## config.mk

```make
export PLATFORM = sky130hd
export DESIGN_NAME = rf_wport_arb_flat
export DESIGN_NICKNAME = d
export VERILOG_FILES = /design/src/rtl/rf_wport_arb_pkg.sv /design/src/rtl/rf_wport_arb_if.sv /design/src/rtl/rf_wport_arb_buf.sv /design/src/rtl/rf_wport_arb.sv /design/src/flat_wrapper.sv
export SDC_FILE = /design/constraint.sdc
export NUM_CORES = 1
export LEC_CHECK = 0
export ABC_CLOCK_PERIOD_IN_PS = 2400
export CAP_MARGIN = 40
export CORE_MARGIN = 10
export CORE_UTILIZATION = 30
export CTS_CLUSTER_DIAMETER = 30
export DETAILED_ROUTE_END_ITERATION = 8
export HOLD_SLACK_MARGIN = 0.08
export PLACE_DENSITY = 0.66
export SKIP_CTS_REPAIR_TIMING = 1
export SLEW_MARGIN = 10
export SYNTH_ARGS = -nofsm -noshare
export SYNTH_HDL_FRONTEND = slang
export SYNTH_SLANG_ARGS = --single-unit
```

## constraint.sdc

```tcl
create_clock -name clk -period 2.4 [get_ports clk]
set_input_delay 0.48 -clock clk [delete_from_list [all_inputs] [get_ports clk]]
set_output_delay 0.48 -clock clk [all_outputs]
set_load 0.005 [all_outputs]
```

## src/rtl/rf_wport_arb_pkg.sv

```systemverilog
// Shared widths, arbiter state encodings and helpers
// for the register-file write-port arbiter.
package rf_wport_arb_pkg;

    localparam int REG_W      = 32;
    localparam int REG_ADDR_W = 5;

    localparam logic [1:0] ARB_IDLE  = 2'd0;
    localparam logic [1:0] ARB_HOLD  = 2'd1;
    localparam logic [1:0] ARB_FORCE = 2'd2;

    function automatic logic [3:0] wait_last(input int max_wait);
        return 4'(max_wait - 1);
    endfunction

endpackage

```

## src/rtl/rf_wport_arb_if.sv

```systemverilog
// WB / LU / register-file bundle around the write-port arbiter.
// master drives requests, slave is the arbiter.
interface rf_wport_arb_if
    import rf_wport_arb_pkg::*;
#(
    parameter int DATA_W = REG_W,
    parameter int ADDR_W = REG_ADDR_W
) ();

    logic              flush;

    logic              wb_valid;
    logic              wb_we;
    logic [ADDR_W-1:0] wb_dest;
    logic [DATA_W-1:0] wb_data;
    logic              wb_stall;

    logic              lu_valid;
    logic              lu_ready;
    logic [ADDR_W-1:0] lu_dest;
    logic [DATA_W-1:0] lu_data;

    logic              rf_we;
    logic [ADDR_W-1:0] rf_wdest;
    logic [DATA_W-1:0] rf_wdata;

    logic              lu_pend;
    logic [ADDR_W-1:0] lu_pend_dest;
    logic              lu_drop;

    modport master (
        output flush,
        output wb_valid, wb_we, wb_dest, wb_data,
        input  wb_stall,
        output lu_valid, lu_dest, lu_data,
        input  lu_ready,
        input  rf_we, rf_wdest, rf_wdata,
        input  lu_pend, lu_pend_dest, lu_drop
    );

    modport slave (
        input  flush,
        input  wb_valid, wb_we, wb_dest, wb_data,
        output wb_stall,
        input  lu_valid, lu_dest, lu_data,
        output lu_ready,
        output rf_we, rf_wdest, rf_wdata,
        output lu_pend, lu_pend_dest, lu_drop
    );

endinterface

```

## src/rtl/rf_wport_arb_buf.sv

```systemverilog
// One-entry holding register for a late long-latency result.
// A load never coincides with kill/drain since ready needs it empty.
module rf_wport_arb_buf
    import rf_wport_arb_pkg::*;
#(
    parameter int DATA_W = REG_W,
    parameter int ADDR_W = REG_ADDR_W
) (
    input  logic              clk,
    input  logic              rst,
    input  logic              load,
    input  logic              kill,
    input  logic              drain,
    input  logic [ADDR_W-1:0] in_dest,
    input  logic [DATA_W-1:0] in_data,
    output logic              valid,
    output logic [ADDR_W-1:0] dest,
    output logic [DATA_W-1:0] data
);

    always_ff @(posedge clk) begin
        if (rst) begin
            valid <= 1'b0;
            dest  <= '0;
            data  <= '0;
        end else if (load) begin
            valid <= 1'b1;
            dest  <= in_dest;
            data  <= in_data;
        end else if (kill || drain) begin
            valid <= 1'b0;
        end
    end

endmodule

```

## src/rtl/rf_wport_arb.sv

```systemverilog
// Register-file write-port arbiter: WB has priority, a buffered
// LU result drains in idle slots or forces a one-cycle WB stall.
module rf_wport_arb
    import rf_wport_arb_pkg::*;
#(
    parameter int DATA_W   = REG_W,
    parameter int ADDR_W   = REG_ADDR_W,
    parameter int MAX_WAIT = 4
) (
    input logic          clk,
    input logic          rst,
    rf_wport_arb_if.slave bus
);

    localparam logic [3:0] WAIT_LAST = wait_last(MAX_WAIT);

    logic              run;
    logic              buf_valid;
    logic [ADDR_W-1:0] buf_dest;
    logic [DATA_W-1:0] buf_data;

    logic [1:0] state;
    logic [1:0] state_nx;
    logic [3:0] wait_cnt;
    logic [3:0] wait_nx;

    logic in_hold;
    logic in_force;
    logic wb_claim;
    logic waw;
    logic drain;
    logic kill;
    logic accept;
    logic load;

    // Every output is forced low while reset is asserted.
    assign run      = ~rst;
    assign in_hold  = run & (state == ARB_HOLD);
    assign in_force = run & (state == ARB_FORCE);

    assign wb_claim = run & bus.wb_valid & bus.wb_we
                    & (bus.wb_dest != '0) & ~in_force;
    assign waw      = ~bus.flush & in_hold & wb_claim
                    & (bus.wb_dest == buf_dest);
    assign drain    = ~bus.flush
                    & ((in_hold & ~wb_claim) | in_force);
    assign kill     = bus.flush | waw;

    assign accept = bus.lu_valid & bus.lu_ready & ~bus.flush;
    assign load   = accept & (bus.lu_dest != '0);

    assign bus.wb_stall     = in_force;
    assign bus.lu_ready     = run & ~buf_valid;
    assign bus.lu_pend      = run & buf_valid;
    assign bus.lu_pend_dest = bus.lu_pend ? buf_dest : '0;
    assign bus.lu_drop      = run & ((bus.flush & buf_valid) | waw);

    rf_wport_arb_buf #(
        .DATA_W (DATA_W),
        .ADDR_W (ADDR_W)
    ) u_buf (
        .clk     (clk),
        .rst     (rst),
        .load    (load),
        .kill    (kill),
        .drain   (drain),
        .in_dest (bus.lu_dest),
        .in_data (bus.lu_data),
        .valid   (buf_valid),
        .dest    (buf_dest),
        .data    (buf_data)
    );

    always_comb begin
        bus.rf_we    = 1'b0;
        bus.rf_wdest = '0;
        bus.rf_wdata = '0;
        if (drain) begin
            bus.rf_we    = 1'b1;
            bus.rf_wdest = buf_dest;
            bus.rf_wdata = buf_data;
        end else if (wb_claim) begin
            bus.rf_we    = 1'b1;
            bus.rf_wdest = bus.wb_dest;
            bus.rf_wdata = bus.wb_data;
        end
    end

    always_comb begin
        state_nx = state;
        wait_nx  = wait_cnt;
        if (bus.flush) begin
            state_nx = ARB_IDLE;
            wait_nx  = '0;
        end else begin
            unique case (state)
                ARB_IDLE: begin
                    if (load) state_nx = ARB_HOLD;
                end
                ARB_HOLD: begin
                    if (!wb_claim || waw) begin
                        state_nx = ARB_IDLE;
                        wait_nx  = '0;
                    end else if (wait_cnt == WAIT_LAST) begin
                        state_nx = ARB_FORCE;
                        wait_nx  = '0;
                    end else begin
                        wait_nx = wait_cnt + 4'd1;
                    end
                end
                ARB_FORCE: begin
                    state_nx = ARB_IDLE;
                    wait_nx  = '0;
                end
                default: begin
                    state_nx = ARB_IDLE;
                    wait_nx  = '0;
                end
            endcase
        end
    end

    always_ff @(posedge clk) begin
        if (rst) begin
            state    <= ARB_IDLE;
            wait_cnt <= '0;
        end else begin
            state    <= state_nx;
            wait_cnt <= wait_nx;
        end
    end

endmodule

```

## src/flat_wrapper.sv

```systemverilog
// flat-port wrapper written by rule: the top's interface ports become plain ports
module rf_wport_arb_flat import rf_wport_arb_pkg::*;
#(
    parameter int DATA_W   = REG_W,
    parameter int ADDR_W   = REG_ADDR_W,
    parameter int MAX_WAIT = 4
)
  (clk, rst, bus_flush, bus_wb_valid, bus_wb_we, bus_wb_dest, bus_wb_data, bus_wb_stall, bus_lu_valid, bus_lu_dest, bus_lu_data, bus_lu_ready, bus_rf_we, bus_rf_wdest, bus_rf_wdata, bus_lu_pend, bus_lu_pend_dest, bus_lu_drop);
  rf_wport_arb_if #(.DATA_W(DATA_W), .ADDR_W(ADDR_W)) bus_i ();
  input logic clk;
  input logic rst;
  input wire logic [$bits(bus_i.flush)-1:0] bus_flush;
  input wire logic [$bits(bus_i.wb_valid)-1:0] bus_wb_valid;
  input wire logic [$bits(bus_i.wb_we)-1:0] bus_wb_we;
  input wire logic [$bits(bus_i.wb_dest)-1:0] bus_wb_dest;
  input wire logic [$bits(bus_i.wb_data)-1:0] bus_wb_data;
  output wire logic [$bits(bus_i.wb_stall)-1:0] bus_wb_stall;
  input wire logic [$bits(bus_i.lu_valid)-1:0] bus_lu_valid;
  input wire logic [$bits(bus_i.lu_dest)-1:0] bus_lu_dest;
  input wire logic [$bits(bus_i.lu_data)-1:0] bus_lu_data;
  output wire logic [$bits(bus_i.lu_ready)-1:0] bus_lu_ready;
  output wire logic [$bits(bus_i.rf_we)-1:0] bus_rf_we;
  output wire logic [$bits(bus_i.rf_wdest)-1:0] bus_rf_wdest;
  output wire logic [$bits(bus_i.rf_wdata)-1:0] bus_rf_wdata;
  output wire logic [$bits(bus_i.lu_pend)-1:0] bus_lu_pend;
  output wire logic [$bits(bus_i.lu_pend_dest)-1:0] bus_lu_pend_dest;
  output wire logic [$bits(bus_i.lu_drop)-1:0] bus_lu_drop;
  assign bus_i.flush = bus_flush;
  assign bus_i.wb_valid = bus_wb_valid;
  assign bus_i.wb_we = bus_wb_we;
  assign bus_i.wb_dest = bus_wb_dest;
  assign bus_i.wb_data = bus_wb_data;
  assign bus_wb_stall = bus_i.wb_stall;
  assign bus_i.lu_valid = bus_lu_valid;
  assign bus_i.lu_dest = bus_lu_dest;
  assign bus_i.lu_data = bus_lu_data;
  assign bus_lu_ready = bus_i.lu_ready;
  assign bus_rf_we = bus_i.rf_we;
  assign bus_rf_wdest = bus_i.rf_wdest;
  assign bus_rf_wdata = bus_i.rf_wdata;
  assign bus_lu_pend = bus_i.lu_pend;
  assign bus_lu_pend_dest = bus_i.lu_pend_dest;
  assign bus_lu_drop = bus_i.lu_drop;
  rf_wport_arb #(.DATA_W(DATA_W), .ADDR_W(ADDR_W), .MAX_WAIT(MAX_WAIT)) u_core (.clk(clk), .rst(rst), .bus(bus_i));
endmodule
```

### Word-level counts from Yosys, hierarchy flattened

Cells that the tools add are included.
W data, S select, Z words.

| operators by class | value |
|---|---|
| bitwise gates (word level) | 26 |
| equal/unequal tests | 6 |
| add/subtract/negate cells | 1 |
| mux-type cells | 16 |
| reductions and logical operators | 9 |

Operator list:

| cell | number |
|---|---|
| $mux W32 | 2 |
| $and A1 B1 Y1 | 18 |
| $mux W5 | 3 |
| $reduce_bool A5 Y1 | 2 |
| $mux W4 | 2 |
| $pmux W4 S2 | 1 |
| $mux W2 | 3 |
| $eq A5 B5 Y1 | 1 |
| $not A1 Y1 | 5 |
| $add A4 B1 Y4 const B | 1 |
| $eq A4 B2 Y1 const B | 1 |
| $mux W1 | 4 |
| $pmux W2 S2 | 1 |
| $ne A3 B3 Y1 const B | 1 |
| $or A1 B1 Y1 | 3 |
| $eq A2 B1 Y1 const B | 1 |
| $eq A2 B2 Y1 const B | 1 |
| $logic_not A2 Y1 | 1 |
| $logic_or A1 B1 Y1 | 2 |
| $ne A2 B1 Y1 const B | 1 |
| $reduce_and A2 Y1 | 1 |
| $reduce_bool A2 Y1 | 1 |
| $reduce_or A2 Y1 | 1 |
| $logic_not A1 Y1 | 1 |

| word-level totals | value |
|---|---|
| output and inout port bits | 47 |
| input bits | 80 |
| logic and storage cells | 63 |
| register bits | 44 |

### Logic depth before layout (Yosys ltp)

Gate-level depths: netlist of the first run.

| depth | value |
|---|---|
| word-level depth | 12 |
| mapped depth | 8 |
| mapped depth without buffers | 5 |

### Cells and area by module

A second synthesis of the first run with hierarchy kept.

| unflattened totals | value |
|---|---|
| cell total of the unflattened synthesis | 242 |
| area total of the unflattened synthesis | 2,277.2 um^2 |

Modules (own cells, without submodules):

| module | area an instance (um^2) | cells an instance | instances |
|---|---|---|---|
| rf_wport_arb_buf | 1,363.8 | 123 | 1 |
| rf_wport_arb | 913.4 | 119 | 1 |

### Worst setup path after synthesis of the first run

OpenSTA, ideal clock, no wires.

| timing | value |
|---|---|
| path kind | in2out |
| start | input port bus_wb_dest[1] |
| end | output port bus_rf_wdata[11] |
| stages on the path | 7 |
| data arrival time | 1.745 ns |
| buffers on the path | 2 |
| path slack | 0.175 ns |
| required time | 1.920 ns |
| cells stage by stage | or4_4 -> nor2_4 -> o21ai_2 -> a21oi_2 -> buf_6 -> buf_6 -> a22o_1 |

| between the ends | value |
|---|---|
| word-level cells in the longest chain between the ends | 8 |
| elaborated cells on any way between the ends | 9 |

RTL lines:

| element | line | text |
|---|---|---|
| start, declared | flat_wrapper.sv:15 | `input wire logic [$bits(bus_i.wb_dest)-1:0] bus_wb_dest;` |
| $reduce_bool A5 Y1 (*) | rf_wport_arb.sv:42 | `& (bus.wb_dest != '0) & ~in_force;` |
| $and A1 B1 Y1 (*) (2 in a row) | rf_wport_arb.sv:42 |  |
| $not A1 Y1 | rf_wport_arb.sv:46 | `& ((in_hold & ~wb_claim) \| in_force);` |
| $and A1 B1 Y1 | rf_wport_arb.sv:46 |  |
| $or A1 B1 Y1 | rf_wport_arb.sv:46 |  |
| $and A1 B1 Y1 | rf_wport_arb.sv:46 |  |
| $mux W32 (*) | rf_wport_arb.sv:78 | `if (drain) begin` |
| end, declared | flat_wrapper.sv:24 | `output wire logic [$bits(bus_i.rf_wdata)-1:0] bus_rf_wdata;` |

Every way passes the cells marked *; elsewhere a longest branch is shown, timed or not.

### Final worst setup path of the first run

| timing | value |
|---|---|
| start | input port bus_wb_dest[4] |
| end | output port bus_rf_wdata[1] |

Same word-level chain as after synthesis.

==> results of run 1 <==
cells in the final DEF (no fill, tap or decap), types with 2 or more instances in the layout:
master,netlist,layout
sky130_fd_sc_hd__clkbuf_2,0,20
sky130_fd_sc_hd__and2_1,6,6
sky130_fd_sc_hd__dlymetal6s2s_1,0,10
sky130_fd_sc_hd__nor2_4,1,3
sky130_fd_sc_hd__nand2_1,74,73
sky130_fd_sc_hd__buf_6,3,7
sky130_fd_sc_hd__a21oi_1,35,35
sky130_fd_sc_hd__nand4b_1,2,2
sky130_fd_sc_hd__clkdlybuf4s50_1,0,79
sky130_fd_sc_hd__dfxtp_1,44,44
sky130_fd_sc_hd__buf_12,0,6
sky130_fd_sc_hd__a22o_1,37,37
sky130_fd_sc_hd__buf_2,7,15
sky130_fd_sc_hd__buf_4,1,33
sky130_fd_sc_hd__nor2b_1,2,2
sky130_fd_sc_hd__xor2_1,4,4
sky130_fd_sc_hd__a22oi_1,4,4
sky130_fd_sc_hd__clkbuf_8,0,5
sky130_fd_sc_hd__clkbuf_16,0,4
sky130_fd_sc_hd__a31oi_1,3,3
sky130_fd_sc_hd__nand3_1,4,3
sky130_fd_sc_hd__nor2_1,10,8
Yosys cell counts, types with 2 or more instances:
cell type	count	area share [%]
sky130_fd_sc_hd__nand2_1	74	13
sky130_fd_sc_hd__dfxtp_1	44	40
sky130_fd_sc_hd__a22o_1	37	15
sky130_fd_sc_hd__a21oi_1	35	8.0
sky130_fd_sc_hd__nor2_1	10	1.7
sky130_fd_sc_hd__clkbuf_1	9	1.6
sky130_fd_sc_hd__buf_2	7	1.6
sky130_fd_sc_hd__and2_1	6	1.7
sky130_fd_sc_hd__a22oi_1	4	1.4
sky130_fd_sc_hd__nand3_1	4	0.92
sky130_fd_sc_hd__xor2_1	4	1.6
sky130_fd_sc_hd__a31oi_1	3	0.86
sky130_fd_sc_hd__buf_6	3	1.6
sky130_fd_sc_hd__nand4b_1	2	0.80
sky130_fd_sc_hd__nor2b_1	2	0.57
sky130_fd_sc_hd__or2_2	2	0.57
routing by layer:
| metal | share of wire, % | track usage [%] | wire [um] | up-vias |
|---|---|---|---|---|
| li1 | - | - | - | 1270 |
| met1 | 42 | 15.9 | 3670 | 1174 |
| met2 | 51 | 24.3 | 4470 | 80 |
| met3 | 6.2 | 4.55 | 543 | 4 |
| met4 | 0.26 | 2.65 | 23 | 0 |
| met5 | 0 | 0 | 0 | - |
critical path, cell delays in order:
cell and delay (ps):
sky130_fd_sc_hd__buf_6 90, sky130_fd_sc_hd__or4_4 550, sky130_fd_sc_hd__nor2_4 160, sky130_fd_sc_hd__o21ai_4 80
sky130_fd_sc_hd__a21oi_4 160, sky130_fd_sc_hd__buf_12 140, sky130_fd_sc_hd__buf_6 100, sky130_fd_sc_hd__clkbuf_16 130
sky130_fd_sc_hd__a22o_1 120, sky130_fd_sc_hd__clkbuf_2 110
power breakdown:
group	total (mW)	internal, mW	switching [mW]
Clock	0.403	0.188	0.216
Combinational	0.324	0.207	0.116
Sequential	0.765	0.751	0.0134
stage by stage:
step / TNS, ps / area, um2 / hold slack, ps / util (%)
2_1_floorplan: 0 / 2180 / 436 / -
3_3_place_gp: -30420 / 3780 / 442 / 54.7
3_5_place_dp: -31090 / 3780 / 447 / 54.7
4_1_cts: -31340 / 3850 / 458 / 55.7
5_1_grt: -7790 / 3940 / 485 / 57.1
6_report: -5760 / 3940 / 453 / 57.1
area by class of cell:
cell class / count / share of cell area (%)
Clock buffer: 5 / 1.75
Sequential cell: 44 / 22.3
Timing Repair Buffer: 174 / 41.6
Tap cell: 96 / 3.05
Multi-Input combinational cell: 204 / 31.3
flip-flops by register name (all words and copies together), names as in the netlist:
signal              cells
u_core.u_buf.valid      1
u_core.u_buf.data      32
u_core.wait_cnt         4
u_core.state            2
u_core.u_buf.dest       5
cells by family (layout without fill, tap and decap cells):
family,count (synthesis),count (layout)
compound gates,88,88
simple gates,110,110
flops,44,44
buf+inv,21,179
xor+xnor,5,5
fa+ha+maj,1,1
path summary, 6_finish.rpt:
check	startpoint	endpoint	slack, ps	cells after the start
min	u_core.u_buf.data[0]	u_core.u_buf.data[0]	450	2
max reg2reg	u_core.state[0]	u_core.wait_cnt[3]	470	6
max	bus_wb_dest[4]	bus_rf_wdata[1]	-200	10
min reg2reg	u_core.u_buf.data[0]	u_core.u_buf.data[0]	450	2
==> impl_metrics.xml, run 1 <==
<?xml version="1.0" encoding="UTF-8"?>
<metrics>
  <group name="run_status">
    <metric name="run_status" unit="">complete, but fails checks</metric>
    <metric name="failing_checks" unit="">setup timing</metric>
  </group>
  <group name="worst_setup_path">
    <metric name="critical_path_required" unit="ps">1920</metric>
    <metric name="largest_fanout_of_any_net_on_the_critical_path" unit="">5</metric>
    <metric name="cp.arrival" unit="ps">2120</metric>
    <metric name="critical_path.startpoint_type" unit="">input port</metric>
    <metric name="timing.setup.critical_path_class" unit="">input port to output pin</metric>
    <metric name="crit_path_end_kind" unit="">output pin</metric>
  </group>
  <group name="sta">
    <metric name="worst_pin_slew" unit="ps">527</metric>
    <metric name="fmax" unit="MHz">385</metric>
    <metric name="fin_crit" unit="ps">2600</metric>
    <metric name="timing_hold_violations_final" unit="">0</metric>
    <metric name="share_of_the_clock_period_used_by_the_worst_path" unit="%">108</metric>
    <metric name="setup_ws" unit="ps">-196</metric>
    <metric name="clock_skew" unit="ps">4.74</metric>
    <metric name="setup_violations_final" unit="">38</metric>
    <metric name="slew_headroom" unit="%">64.7</metric>
    <metric name="setup_repair_after_global_routing_missed_its_margin" unit="">yes</metric>
    <metric name="finalMaxSlewViolations" unit="">0</metric>
  </group>
  <group name="layout">
    <metric name="footprint_of_the_multi_input_gates" unit="um2">1230</metric>
    <metric name="area.growth.synth_to_final" unit="%">81.0</metric>
    <metric name="nets" unit="">510</metric>
    <metric name="antenna_cell_count" unit="">0</metric>
    <metric name="finish.cell_count_without_fillers" unit="">523</metric>
    <metric name="filler_cell_count" unit="">684</metric>
    <metric name="ff_latch_area" unit="um2">881</metric>
    <metric name="final_layout_size_suffix_gt1_share" unit="%">24.1</metric>
  </group>
  <group name="flow_run">
    <metric name="drv_cap" unit="">0</metric>
  </group>
  <group name="grt">
    <metric name="groute.usage.overall" unit="%">13.8</metric>
    <metric name="grt_residual_overflow" unit="">0</metric>
    <metric name="grt_max_degree" unit="">24</metric>
    <metric name="global_route_wire_length_before_repair" unit="um">12900</metric>
    <metric name="grt_antenna_before_repair" unit="">0</metric>
    <metric name="first_global_vias" unit="">2587</metric>
  </group>
  <group name="synth">
    <metric name="synth_compound_gate_area_share" unit="%">28.2</metric>
    <metric name="synthMuxAreaShare" unit="%">0</metric>
    <metric name="synth-seq-cells" unit="">44</metric>
    <metric name="dominant_synthesized_flop_cell" unit="">sky130_fd_sc_hd__dfxtp_1</metric>
    <metric name="synth-warning-count" unit="">0</metric>
    <metric name="main_combinational_cell_family_by_area_after_synthesis" unit="">compound AO/OA/AOI/OAI gates</metric>
    <metric name="area_fraction_in_and_or_nand_and_nor_cells_after_synthesis" unit="%">23.5</metric>
    <metric name="synth_enable_flop_cells" unit="">0</metric>
    <metric name="xor_xnor_share_of_the_synthesized_area" unit="%">2.01</metric>
    <metric name="yosysSeqAreaShare" unit="%">40.5</metric>
    <metric name="gate_count_after_technology_mapping" unit="">269</metric>
    <metric name="synth_nets" unit="">350</metric>
    <metric name="syn-mean-instance-area" unit="um2">8.09</metric>
    <metric name="netlist-cell-type-count" unit="">39</metric>
    <metric name="netlist_area" unit="um2">2180</metric>
    <metric name="synth_async_sr_flop_share" unit="%">0</metric>
    <metric name="synth-adder-area-share" unit="%">0.575</metric>
  </group>
  <group name="drt">
    <metric name="remaining_drc_errors" unit="">0</metric>
    <metric name="vias" unit="">2528</metric>
    <metric name="detailedRoute.firstIterationViolations" unit="">92</metric>
    <metric name="drt-vias-per-instance" unit="">4.83</metric>
    <metric name="wl_cell" unit="um">16.6</metric>
    <metric name="first_pass_iters" unit="">4</metric>
    <metric name="route.final.wire_length" unit="um">8710</metric>
    <metric name="postRouteAntennaNets" unit="">0</metric>
  </group>
  <group name="cts">
    <metric name="root_buffer_master" unit="">sky130_fd_sc_hd__clkbuf_8</metric>
    <metric name="worstSkewPairLatency" unit="ps">280</metric>
    <metric name="cts-root-to-sink-buffers" unit="">2</metric>
    <metric name="clock_sink_count" unit="">44</metric>
    <metric name="clock_tree_from_tritoncts" unit="">built</metric>
    <metric name="clock_tree.htree_level_count" unit="">2</metric>
    <metric name="cts_made_buffers" unit="">5</metric>
    <metric name="clk_pin_slew" unit="ps">70</metric>
  </group>
  <group name="power">
    <metric name="power_density" unit="nW/um2">378</metric>
    <metric name="p_leak" unit="nW">1.70</metric>
    <metric name="worst_ir_drop_vdd" unit="uV">169</metric>
    <metric name="post-layout-total-power" unit="mW">1.49</metric>
  </group>
  <group name="hold_path">
    <metric name="hold_path.class" unit="">flip-flop to flip-flop</metric>
  </group>
  <group name="place">
    <metric name="routabilityCongestion" unit="">0.779</metric>
    <metric name="dp_cells" unit="">505</metric>
    <metric name="io_buffers" unit="">126</metric>
    <metric name="detailed_place_hpwl" unit="um">6520</metric>
    <metric name="pre_cts_ws" unit="ps">-841</metric>
  </group>
  <group name="floorplan">
    <metric name="chipHeight" unit="um">105</metric>
    <metric name="die_width" unit="um">105</metric>
    <metric name="die_area" unit="um2">11100</metric>
    <metric name="top_level_ports" unit="">127</metric>
    <metric name="placeable_core_region" unit="um2">6910</metric>
    <metric name="placementRows" unit="">30</metric>
    <metric name="floorplan.initialDensity" unit="%">31.5</metric>
  </group>
</metrics>
Power figures use the tool's default switching activity.
==> run 2: changes to the inputs <==
--- a/config.mk
+++ b/config.mk
@@ -11,8 +11,10 @@
 export CORE_UTILIZATION = 30
 export CTS_CLUSTER_DIAMETER = 30
 export DETAILED_ROUTE_END_ITERATION = 8
+export GPL_TIMING_DRIVEN = 0
 export HOLD_SLACK_MARGIN = 0.08
 export PLACE_DENSITY = 0.66
+export RECOVER_POWER = 50
 export SKIP_CTS_REPAIR_TIMING = 1
 export SLEW_MARGIN = 10
 export SYNTH_ARGS = -nofsm -noshare
==> impl_metrics.xml, run 2 (synthesis results as in run 1) <==
<?xml version="1.0" encoding="UTF-8"?>
<metrics>
  <group name="floorplan">
    <metric name="top_level_ports" unit="">127</metric>
    <metric name="die_width" unit="um">105</metric>
    <metric name="placementRows" unit="">30</metric>
    <metric name="chipHeight" unit="um">105</metric>
    <metric name="placeable_core_region" unit="um2">6910</metric>
    <metric name="floorplan.initialDensity" unit="%">31.5</metric>
    <metric name="die_area" unit="um2">11100</metric>
  </group>
  <group name="cts">
    <metric name="clock_sink_count" unit="">44</metric>
    <metric name="clock_tree_from_tritoncts" unit="">built</metric>
    <metric name="cts-root-to-sink-buffers" unit="">2</metric>
    <metric name="clock_tree.htree_level_count" unit="">2</metric>
    <metric name="clk_pin_slew" unit="ps">80</metric>
    <metric name="cts_made_buffers" unit="">5</metric>
    <metric name="worstSkewPairLatency" unit="ps">290</metric>
    <metric name="root_buffer_master" unit="">sky130_fd_sc_hd__clkbuf_8</metric>
  </group>
  <group name="sta">
    <metric name="fin_crit" unit="ps">2730</metric>
    <metric name="share_of_the_clock_period_used_by_the_worst_path" unit="%">114</metric>
    <metric name="slew_headroom" unit="%">64.4</metric>
    <metric name="finalMaxSlewViolations" unit="">0</metric>
    <metric name="setup_ws" unit="ps">-327</metric>
    <metric name="setup_violations_final" unit="">38</metric>
    <metric name="timing_hold_violations_final" unit="">0</metric>
    <metric name="setup_repair_after_global_routing_missed_its_margin" unit="">yes</metric>
    <metric name="fmax" unit="MHz">367</metric>
    <metric name="clock_skew" unit="ps">7.93</metric>
    <metric name="whs" unit="ps">457</metric>
    <metric name="setup_tns" unit="ps">-8890</metric>
    <metric name="worst_pin_slew" unit="ps">531</metric>
  </group>
  <group name="drt">
    <metric name="first_pass_iters" unit="">5</metric>
    <metric name="wl_cell" unit="um">16.1</metric>
    <metric name="postRouteAntennaNets" unit="">0</metric>
    <metric name="vias" unit="">2509</metric>
    <metric name="detailedRoute.firstIterationViolations" unit="">90</metric>
    <metric name="remaining_drc_errors" unit="">0</metric>
    <metric name="drt-vias-per-instance" unit="">4.83</metric>
    <metric name="route.final.wire_length" unit="um">8370</metric>
  </group>
  <group name="layout">
    <metric name="regs_by_ff_count" unit="">u_core.u_buf.data x32, u_core.u_buf.dest x5, u_core.wait_cnt x4</metric>
    <metric name="final_layout_size_suffix_gt1_share" unit="%">22.0</metric>
    <metric name="area.growth.synth_to_final" unit="%">70.6</metric>
    <metric name="largest_register_ff_count" unit="">32</metric>
    <metric name="final_common_cell" unit="">sky130_fd_sc_hd__clkdlybuf4s50_1</metric>
    <metric name="antenna_cell_count" unit="">0</metric>
    <metric name="finish.cell_count_without_fillers" unit="">519</metric>
    <metric name="top_register" unit="">u_core.u_buf.data</metric>
    <metric name="filler_cell_count" unit="">708</metric>
    <metric name="mostFrequentLayoutCells" unit="">78 x sky130_fd_sc_hd__clkdlybuf4s50_1, 73 x sky130_fd_sc_hd__nand2_1, 44 x sky130_fd_sc_hd__dfxtp_1, 37 x sky130_fd_sc_hd__a22o_1, 35 x sky130_fd_sc_hd__a21oi_1</metric>
    <metric name="nets" unit="">504</metric>
    <metric name="final_cell_area" unit="um2">3710</metric>
  </group>
  <group name="power">
    <metric name="p_leak" unit="nW">1.57</metric>
    <metric name="cell_internal_power" unit="mW">1.13</metric>
    <metric name="power_switching" unit="mW">0.362</metric>
    <metric name="worst_ir_drop_vdd" unit="uV">215</metric>
    <metric name="post-layout-total-power" unit="mW">1.49</metric>
    <metric name="sw_frac_of_total" unit="%">24.3</metric>
    <metric name="clock_power_share" unit="%">29.4</metric>
    <metric name="combPwrFrac" unit="%">19.2</metric>
    <metric name="share_seq_of_total_power" unit="%">51.4</metric>
    <metric name="power_density" unit="nW/um2">401</metric>
  </group>
  <group name="grt">
    <metric name="grt_max_degree" unit="">13</metric>
    <metric name="global_route_wire_length_before_repair" unit="um">12600</metric>
    <metric name="groute.usage.overall" unit="%">13.7</metric>
    <metric name="grt_residual_overflow" unit="">0</metric>
    <metric name="first_global_vias" unit="">2487</metric>
    <metric name="grt_antenna_before_repair" unit="">0</metric>
  </group>
  <group name="worst_setup_path">
    <metric name="setup_slack_reg_to_reg" unit="ps">520</metric>
    <metric name="cp.arrival" unit="ps">2250</metric>
    <metric name="cp-endpoint" unit="">bus_rf_wdata[16]</metric>
    <metric name="critical_path_required" unit="ps">1920</metric>
    <metric name="crit_top_cell" unit="">sky130_fd_sc_hd__buf_8</metric>
    <metric name="critical-path-max-stage-delay" unit="ps">550</metric>
    <metric name="worst_setup_path_startpoint" unit="">bus_wb_dest[4]</metric>
    <metric name="critPathTopFamily" unit="">simple AND/OR/NAND/NOR gates</metric>
    <metric name="critical_path_buf_inv_count" unit="">6</metric>
    <metric name="critical_path_depth" unit="">11</metric>
    <metric name="regToRegStartpoint" unit="">u_core.u_buf.valid</metric>
    <metric name="critical-path-slowest-cell" unit="">sky130_fd_sc_hd__or4_4</metric>
    <metric name="r2r_cells" unit="">6</metric>
    <metric name="crit_path_end_kind" unit="">output pin</metric>
    <metric name="timing.setup.critical_path_class" unit="">input port to output pin</metric>
    <metric name="critical_path.startpoint_type" unit="">input port</metric>
    <metric name="largest_fanout_of_any_net_on_the_critical_path" unit="">4</metric>
    <metric name="r2r-end" unit="">u_core.u_buf.dest[2]</metric>
    <metric name="critical_path.cell_chain" unit="">buf_8, or4_4, nor2_4, o21ai_4, a21oi_4, buf_6, buf_4, buf_8, clkbuf_16, a22o_1, buf_2</metric>
  </group>
  <group name="flow_run">
    <metric name="drv_cap" unit="">0</metric>
  </group>
  <group name="hold_path">
    <metric name="hold_path.class" unit="">flip-flop to flip-flop</metric>
  </group>
  <group name="place">
    <metric name="io_buffers" unit="">125</metric>
    <metric name="detailed_place_hpwl" unit="um">6390</metric>
    <metric name="placement.cell_area" unit="um2">3550</metric>
    <metric name="dp_cells" unit="">490</metric>
    <metric name="routabilityCongestion" unit="">0.807</metric>
  </group>
  <group name="run_status">
    <metric name="failing_checks" unit="">setup timing</metric>
    <metric name="run_status" unit="">complete, but fails checks</metric>
  </group>
</metrics>
## run 2: worst register-to-register path, stage by stage, from the launching register on
cell and delay (ps):
sky130_fd_sc_hd__dfxtp_1 350, sky130_fd_sc_hd__nor4b_4 460, sky130_fd_sc_hd__o21ai_0 190, sky130_fd_sc_hd__clkbuf_1 280, sky130_fd_sc_hd__buf_2 270, sky130_fd_sc_hd__a22oi_1 160
sky130_fd_sc_hd__nor2_1 50
## run 2: power by group through the flow
stage / Sequential, mW / Combinational [mW] / Clock [mW]
finish: 0.765 / 0.286 / 0.438
global route: 0.768 / 0.311 / 0.491
CTS: 0.765 / 0.294 / 0.454
detailed placement: 0.782 / 0.293 / 0
global placement: 0.782 / 0.290 / 0
floorplan: 0.778 / 0.0958 / 0
## run 2: per-layer routing
metal / GRT usage [%] / share of wire (%) / routed length (um)
met5: 0 / 0 / 0
met4: 3.33 / 1.1 / 89
met3: 4.73 / 7.5 / 629
met2: 23.0 / 49 / 4120
met1: 16.2 / 42 / 3530
## run 2: worst min-delay path by stage
stage / start / to / slack [ps] / cells past startpoint
3_3_place_gp: u_core.u_buf.data[5] / u_core.u_buf.data[5] / 440 / 2
6_report: u_core.u_buf.data[30] / u_core.u_buf.data[30] / 460 / 2
2_1_floorplan: u_core.u_buf.data[0] / u_core.u_buf.data[0] / 440 / 2
4_1_cts: u_core.u_buf.data[16] / u_core.u_buf.data[16] / 460 / 2
3_5_place_dp: u_core.u_buf.data[30] / u_core.u_buf.data[30] / 450 / 2
5_1_grt: u_core.u_buf.data[30] / u_core.u_buf.data[30] / 480 / 2
## run 2: area by class of cell
type,count,area (um2),share of cell area (%)
clock buffers,6,72.6,1.95
well taps,96,120,3.23
multi-input cells,204,1220,32.8
clock inverters,1,5.00,0.135
repair buffers,147,1290,34.6
plain buffers,21,131,3.54
flip-flops and latches,44,881,23.7
## run 2: through the flow
step / setup WS, ps / utilization, %
3_3_place_gp: -971 / 51.4
5_1_grt: -371 / 53.8
2_1_floorplan: 175 / -
4_1_cts: -990 / 52.5
6_report: -327 / 53.8
3_5_place_dp: -983 / 51.4
